[src/rtl/serial_adder_pkg.sv]
// Shared types and sizing helpers for the digit-serial adder/subtractor.
package serial_adder_pkg;

  typedef enum logic [1:0] {
    IDLE = 2'd0,
    BUSY = 2'd1,
    DONE = 2'd2
  } state_e;

  function automatic int unsigned calc_digits(input int unsigned width,
                                              input int unsigned digit_w);
    return width / digit_w;
  endfunction

  // Digit counter needs at least one bit even when a single digit covers the word.
  function automatic int unsigned cnt_width(input int unsigned n);
    return (n <= 1) ? 1 : $clog2(n);
  endfunction

endpackage

[src/rtl/serial_adder_adder_digit.sv]
// DIGIT_W-bit ripple-carry slice; also exposes the carry into its top bit
// so the parent can derive signed overflow on the most significant digit.
module adder_digit #(
  parameter int unsigned DIGIT_W = 1
) (
  input  logic [DIGIT_W-1:0] a,
  input  logic [DIGIT_W-1:0] b,
  input  logic               cin,
  output logic [DIGIT_W-1:0] s,
  output logic               cout,
  output logic               c_msb_in
);

  always_comb begin : ripple
    logic c;
    s        = '0;
    c        = cin;
    c_msb_in = 1'b0;
    for (int i = 0; i < int'(DIGIT_W); i++) begin
      s[i] = a[i] ^ b[i] ^ c;
      if (i == int'(DIGIT_W) - 1) c_msb_in = c;
      c = (a[i] & b[i]) | (c & (a[i] ^ b[i]));
    end
    cout = c;
  end

endmodule

[src/rtl/serial_adder.sv]
// Digit-serial adder/subtractor: one DIGIT_W slice reused over WIDTH/DIGIT_W cycles, LSB first.
// Optional signed-overflow output enabled by defining SERIAL_ADDER_OVF_EN.
module serial_adder
  import serial_adder_pkg::*;
#(
  parameter int unsigned WIDTH   = 8,
  parameter int unsigned DIGIT_W = 1
) (
  input  logic             clk,
  input  logic             rst,
  input  logic             in_valid,
  output logic             in_ready,
  input  logic [WIDTH-1:0] a,
  input  logic [WIDTH-1:0] b,
  input  logic             cin,
  input  logic             sub,
  output logic             out_valid,
  input  logic             out_ready,
  output logic [WIDTH-1:0] sum,
  output logic             cout
`ifdef SERIAL_ADDER_OVF_EN
  ,
  output logic             ovf
`endif
);

  localparam int unsigned N     = calc_digits(WIDTH, DIGIT_W);
  localparam int unsigned CNT_W = cnt_width(N);

  if (WIDTH < 1 || DIGIT_W < 1 || (WIDTH % DIGIT_W) != 0) begin : g_bad_cfg
    $error("serial_adder: WIDTH must be >= 1 and a multiple of DIGIT_W");
  end

  state_e             state_q, state_d;
  logic [WIDTH-1:0]   a_q, a_d, b_q, b_d, res_q, res_d, sum_q, sum_d;
  logic               carry_q, carry_d, cout_q, cout_d;
  logic [CNT_W-1:0]   cnt_q, cnt_d;
  logic [DIGIT_W-1:0] dig_s;
  logic               dig_co, dig_cm;
  logic               last_digit;
`ifdef SERIAL_ADDER_OVF_EN
  logic               ovf_q, ovf_d;
`endif

  assign last_digit = (cnt_q == CNT_W'(N - 1));

  adder_digit #(.DIGIT_W(DIGIT_W)) u_digit (
    .a        (a_q[DIGIT_W-1:0]),
    .b        (b_q[DIGIT_W-1:0]),
    .cin      (carry_q),
`ifdef SERIAL_ADDER_OVF_EN
    .c_msb_in (dig_cm),
`else
    .c_msb_in (),
`endif
    .s        (dig_s),
    .cout     (dig_co)
  );

`ifndef SERIAL_ADDER_OVF_EN
  assign dig_cm = 1'b0;
`endif

  always_ff @(posedge clk or posedge rst) begin
    if (rst) state_q <= IDLE;
    else     state_q <= state_d;
  end

  always_comb begin
    state_d = state_q;
    case (state_q)
      IDLE:    if (in_valid)   state_d = BUSY;
      BUSY:    if (last_digit) state_d = DONE;
      DONE:    if (out_ready)  state_d = IDLE;
      default:                 state_d = IDLE;
    endcase
  end

  always_comb begin
    in_ready  = (state_q == IDLE);
    out_valid = (state_q == DONE);
  end

  // Subtraction is A + ~B + ~borrow, so B is inverted and the carry seeded at accept.
  always_comb begin
    a_d     = a_q;
    b_d     = b_q;
    res_d   = res_q;
    carry_d = carry_q;
    cnt_d   = cnt_q;
    sum_d   = sum_q;
    cout_d  = cout_q;
`ifdef SERIAL_ADDER_OVF_EN
    ovf_d   = ovf_q;
`endif
    case (state_q)
      IDLE: begin
        if (in_valid) begin
          a_d     = a;
          b_d     = sub ? ~b : b;
          carry_d = cin ^ sub;
          cnt_d   = '0;
        end
      end
      BUSY: begin
        a_d     = a_q >> DIGIT_W;
        b_d     = b_q >> DIGIT_W;
        res_d   = (res_q >> DIGIT_W) | (WIDTH'(dig_s) << (WIDTH - DIGIT_W));
        carry_d = dig_co;
        cnt_d   = cnt_q + CNT_W'(1);
        if (last_digit) begin
          sum_d  = res_d;
          cout_d = dig_co;
`ifdef SERIAL_ADDER_OVF_EN
          ovf_d  = dig_cm ^ dig_co;
`endif
        end
      end
      default: ;
    endcase
  end

  always_ff @(posedge clk or posedge rst) begin
    if (rst) begin
      a_q     <= '0;
      b_q     <= '0;
      res_q   <= '0;
      carry_q <= 1'b0;
      cnt_q   <= '0;
      sum_q   <= '0;
      cout_q  <= 1'b0;
`ifdef SERIAL_ADDER_OVF_EN
      ovf_q   <= 1'b0;
`endif
    end else begin
      a_q     <= a_d;
      b_q     <= b_d;
      res_q   <= res_d;
      carry_q <= carry_d;
      cnt_q   <= cnt_d;
      sum_q   <= sum_d;
      cout_q  <= cout_d;
`ifdef SERIAL_ADDER_OVF_EN
      ovf_q   <= ovf_d;
`endif
    end
  end

  assign sum  = sum_q;
  assign cout = cout_q;
`ifdef SERIAL_ADDER_OVF_EN
  assign ovf  = ovf_q;
`endif

endmodule
[config.mk]
export PLATFORM = sky130hd
export DESIGN_NAME = serial_adder
export DESIGN_NICKNAME = d
export VERILOG_FILES = /design/src/rtl/serial_adder_pkg.sv /design/src/rtl/serial_adder_adder_digit.sv /design/src/rtl/serial_adder.sv
export SDC_FILE = /design/constraint.sdc
export NUM_CORES = 1
export LEC_CHECK = 0
export ABC_AREA = 1
export CAP_MARGIN = 20
export CORE_UTILIZATION = 56
export DETAILED_ROUTE_END_ITERATION = 10
export PLACE_DENSITY_LB_ADDON = 0.08
export REMOVE_ABC_BUFFERS = 1
export SYNTH_ARGS = -nofsm -noshare
export SYNTH_HDL_FRONTEND = slang
export SYNTH_SLANG_ARGS = --single-unit
[constraint.sdc]
create_clock -name clk -period 2.55 [get_ports clk]
set_input_delay 0.255 -clock clk [delete_from_list [all_inputs] [get_ports clk]]
set_output_delay 0.255 -clock clk [all_outputs]
set_load 0.02 [all_outputs]
# Word-level counts from Yosys, hierarchy flattened
# Index checks and enable logic that the tools add are counted.
# word_totals
ff_bits	39
inputBits	22
output_inout_bits	11
elab_cells	41
# classes
addsub	1
eq_ne	6
n_mux	13
n_bitwise	8
n_reduce_logical	5
# op_table
op	n
$pmux 8 s2	2
$mux 8	3
$not 8->8	1
$or 7x8->8	1
$mux 2	3
$pmux 2 s3	1
$pmux 3 s2	1
$ne 2x2->1 const B	2
$reduce_and 2->1	2
$add 3x1->3 const B	1
$eq 3x3->1 const B	1
$mux 3	1
$reduce_and 3->1	1
$xor 1x1->1	3
$and 1x1->1	2
$eq 2x1->1 const B	1
$eq 2x2->1 const B	1
$logic_not 2->1	1
$ne 2x1->1 const B	1
$pmux 1 s2	1
$reduce_bool 2->1	1
$mux 1	1
$or 1x1->1	1

# Depth between registers and ports, before layout
# logic_depth
ltp_word	4
ltp_mapped	7
ltp_nobuf	5

# Hierarchy
# Synthesis repeated with hierarchy kept, for this count alone.
# hier_totals
hier_cells	216
area_unflattened_um2	1855.5
# modules_own_cells
module	instances	cells_each	area_per_inst_um2	seq_area_each_um2
serial_adder	1	214	1828.0	950.9
adder_digit	1	2	27.5	0.0

# Worst setup path before layout
# Ideal clock, no wire load.
# synth_path
path_kind	reg-to-reg
start	register cnt_q[0]
end	register state_q[1]
setup_time_ps	126
t_arrival_ps	1133
required_ps	2424
path_slack_ps	1291
stages_incl_launch_ff	6
n_path_buf	1
synth_period_minus_slack_ps	1259
cell_sequence	dfrtp_1 > ha_1 > ha_1 > nand2_2 > buf_6 > o31ai_1
# synth_between
elab_chain_len	3
# synth_rtl
item	line	text
start: declaration	serial_adder.sv:37	logic [CNT_W-1:0] cnt_q, cnt_d;
start signal: assignment	serial_adder.sv:140	cnt_q <= cnt_d;
$eq 3x3->1	serial_adder.sv:45	assign last_digit = (cnt_q == CNT_W'(N - 1));
$ne 2x2->1 (no source line)	-	
$reduce_and 3->1 (no source line)	-	
end signal: assignment	serial_adder.sv:66	else state_q <= state_d;
end: declaration	serial_adder.sv:34	state_e state_q, state_d;
# Every way passes these cells.
# A chain may end at the register's enable or synchronous reset.

# Worst setup path after layout
# layout_path
start	register state_q[0]
end	output port in_ready
# layout_between
elab_chain_len	1
# layout_rtl
item	line	text
$logic_not 2->1	serial_adder.sv:80	in_ready = (state_q == IDLE);
end: declaration	serial_adder.sv:12	output logic in_ready,
# Every way passes these cells.

==> flow_summary.toml <==
[outcome]
status = "complete, no violations"

[routing]
postRouteAntennaNets = 0
wl_um = 3490
wl_per_cell_um = 12.1
num_vias = 1485
via_per_inst = 5.16
drc = 0
drt_iter0_markers = 79
first_pass_iters = 4

[cells_and_area]
area_delta_synth_final_pct = 18.1
layout-drive-gt1-share_pct = 9.43
final_cells = 288
n_antenna_cell = 0
layout.nets = 268

[yosys]
syn_inst = 215
syn_area_um2 = 1850
ys_types = 20
ys.warnings.count = 0
ys_seq_area_share_pct = 51.5
ys_ff_latch = 38
synth.avg_cell_area_um2 = 8.60

[sta]
hold_viol = 0
fmax_mhz = 481
slew-limit-headroom_pct = 69.5
period_minus_slack_ps = 2080
fin_crit_sh_pct = 81.5
worst_pin_slew_ps = 458
setup_violations = 0
grt_setup_unrepaired = "no"
tns_ps = 0
maxSlewViolCount = 0
finClkSkew_ps = 5.81

[setup_path]
crit_fanout = 8
reg2reg_to = "sum[5]$_DFFE_PP0P_"
rrSetupSlack_ps = 880
crit_path_start = "state_q[0]$_DFFE_PP0P_"
crit_chain = "nor2_2, clkdlybuf4s50_1"
path_delay_family = "buffers and inverters"
max_stage_delay_ps = 670
r2r_cells = 5
crit_cells = 2
start_kind = "flip-flop"
critPathCapture = "in_ready"
path_buf_inv = 1
path_class = "reg -> out"
arrival_ps = 1820
cpMaxStageDelayCell = "clkdlybuf4s50_1"
critPathCaptureType = "primary output"
crit_required_ps = 2300
r2r_start = "state_q[0]$_DFFE_PP0P_"

[clocking]
cts.reportedPaths.clkPinSlew_ps = 110
cts_resized = 0
hold_buffers = 0
cts_root_buf = "clkbuf_4"
cts.sinks = 38
h-tree-depth = 2
cts_tree = "done"
clk_latency_ps = 340
numCtsBuffers = 5
cts_setup_buffers = 0
clock_path_buffers = 2

[flow_run]
drv_cap = 0

[grt]
grt_pass1_wl_um = 5900
grt_overflow = 0
antenna_found_initial = 0
grt_pass1_vias = 1463
grt_max_degree = 39
grt_use_total_pct = 23.1

[power_and_ir_drop]
power_mw = 2.22
powerDensity_nw_per_um2 = 1020
p_seq_share_pct = 45.3
clkPwrFrac_pct = 14.5
p_int_mw = 1.34
swShare_pct = 39.8
peakVddDrop_mv = 0.450
switchingPower_mw = 0.881
total_leakage_power_nw = 1.09
combPwrFrac_pct = 40.2

[floorplan]
dieHeight_um = 59.4
die_area_um2 = 3530
fp.coreArea_um2 = 3100
ios = 33
initial_core_util_pct = 59.6
num_rows = 20
die_x_um = 59.4

[placed_design]
dp_cells = 280
place_hpwl_um = 2530
place_congestion = 0.812
port_buffers = 32

[min_path]
holdCritPathClass = "in -> async"
-- area by class of cell --
cell class,count,area (um^2)
sequential,38,951
fill,281,921
multi-input combinational,145,713
timing repair buffer,33,328
inverter,20,75.1
clock buffer,7,55.1
tap,44,55.1
clock inverter,1,5.00
-- cells by family after synthesis --
kind of cell / after synthesis / synth area share (%)
fa+ha+maj: 3 / 2.44
simple gates: 124 / 29.5
flops: 38 / 51.5
xor+xnor: 1 / 0.474
compound gates: 17 / 6.16
buf+inv: 32 / 9.95
-- stage by stage --
step           hold slack [ps]  instance area, um^2  util (%)  worst slack, ps
6_report                   315                 2180      70.3              472
5_1_grt                    375                 2180      70.3              390
2_1_floorplan              352                 1740         -             1180
3_3_place_gp               456                 2120      68.4              777
3_5_place_dp               467                 2120      68.4              668
4_1_cts                    315                 2180      70.3              457
-- power by group through the flow --
stage / Clock, mW / Sequential [mW] / Combinational (mW)
floorplan: 0 / 1.05 / 0.532
global placement: 0 / 1.00 / 0.856
detailed placement: 0 / 1.02 / 0.904
CTS: 0.330 / 1.01 / 0.906
global route: 0.354 / 1.03 / 1.01
finish: 0.321 / 1.00 / 0.891
-- flip-flops by register name, indices dropped and copies added (netlist names) --
register	flops
state_q	2
sum	8
cout	1
a_q	8
b_q	8
cnt_q	3
carry_q	1
res_q	7
-- synth_stat cells --
master / count / area share (%)
buf_2: 2 / 0.54
buf_4: 6 / 2.4
nand3_1: 44 / 12
inv_2: 2 / 0.41
nor2_2: 2 / 0.68
xor2_1: 1 / 0.47
buf_12: 1 / 1.1
dfrtp_1: 38 / 51
ha_1: 2 / 1.4
inv_1: 18 / 3.7
nand2_2: 2 / 0.68
o21ai_0: 9 / 2.4
nand2_4: 1 / 0.61
o31ai_1: 1 / 0.41
nand2_1: 73 / 15
fa_1: 1 / 1.1
buf_6: 3 / 1.8
o21ai_2: 7 / 3.3
nor2_1: 1 / 0.20
nor2_4: 1 / 0.61
-- worst register-to-register path, cell delays in order (launching register included) --
cell and delay [ps]:
dfrtp_1 530, inv_2 80, nor2_4 370, nand2_2 340
nand2_1 180, o21ai_2 60
-- placed cells by master (no fill, tap or decap) --
cell type        instances
nand2_1                 73
nand3_1                 44
dfrtp_1                 38
clkdlybuf4s50_1         32
inv_1                   18
o21ai_0                  9
o21ai_2                  7
clkbuf_4                 5
inv_2                    2
nand2_2                  2
nor2_2                   2
ha_1                     2
nand2_4                  1
nor2_4                   1
xor2_1                   1
nor2_1                   1
o31ai_1                  1
fa_1                     1
clkinv_2                 1
clkbuf_8                 1
clkbuf_1                 1
buf_4                    1
-- worst min path at each step --
stage | endpoint | slack [ps] | cells past startpoint
2_1_floorplan | state_q[1]$_DFFE_PP0P_ | 350 | 1
4_1_cts | sum[3]$_DFFE_PP0P_ | 320 | 3
3_5_place_dp | sum[0]$_DFFE_PP0P_ | 470 | 2
6_report | sum[3]$_DFFE_PP0P_ | 310 | 3
3_3_place_gp | sum[0]$_DFFE_PP0P_ | 460 | 2
5_1_grt | sum[3]$_DFFE_PP0P_ | 380 | 3
-- metal layers --
metal  global-route usage (%)  part of all wire, %  wire length, um
met1                     25.6                   43             1510
met2                     39.6                   51             1770
met3                     6.33                  3.9              138
met4                     12.9                  2.3               80
met5                        0                    0                0
No activity file was read; power rests on OpenSTA's default activity.
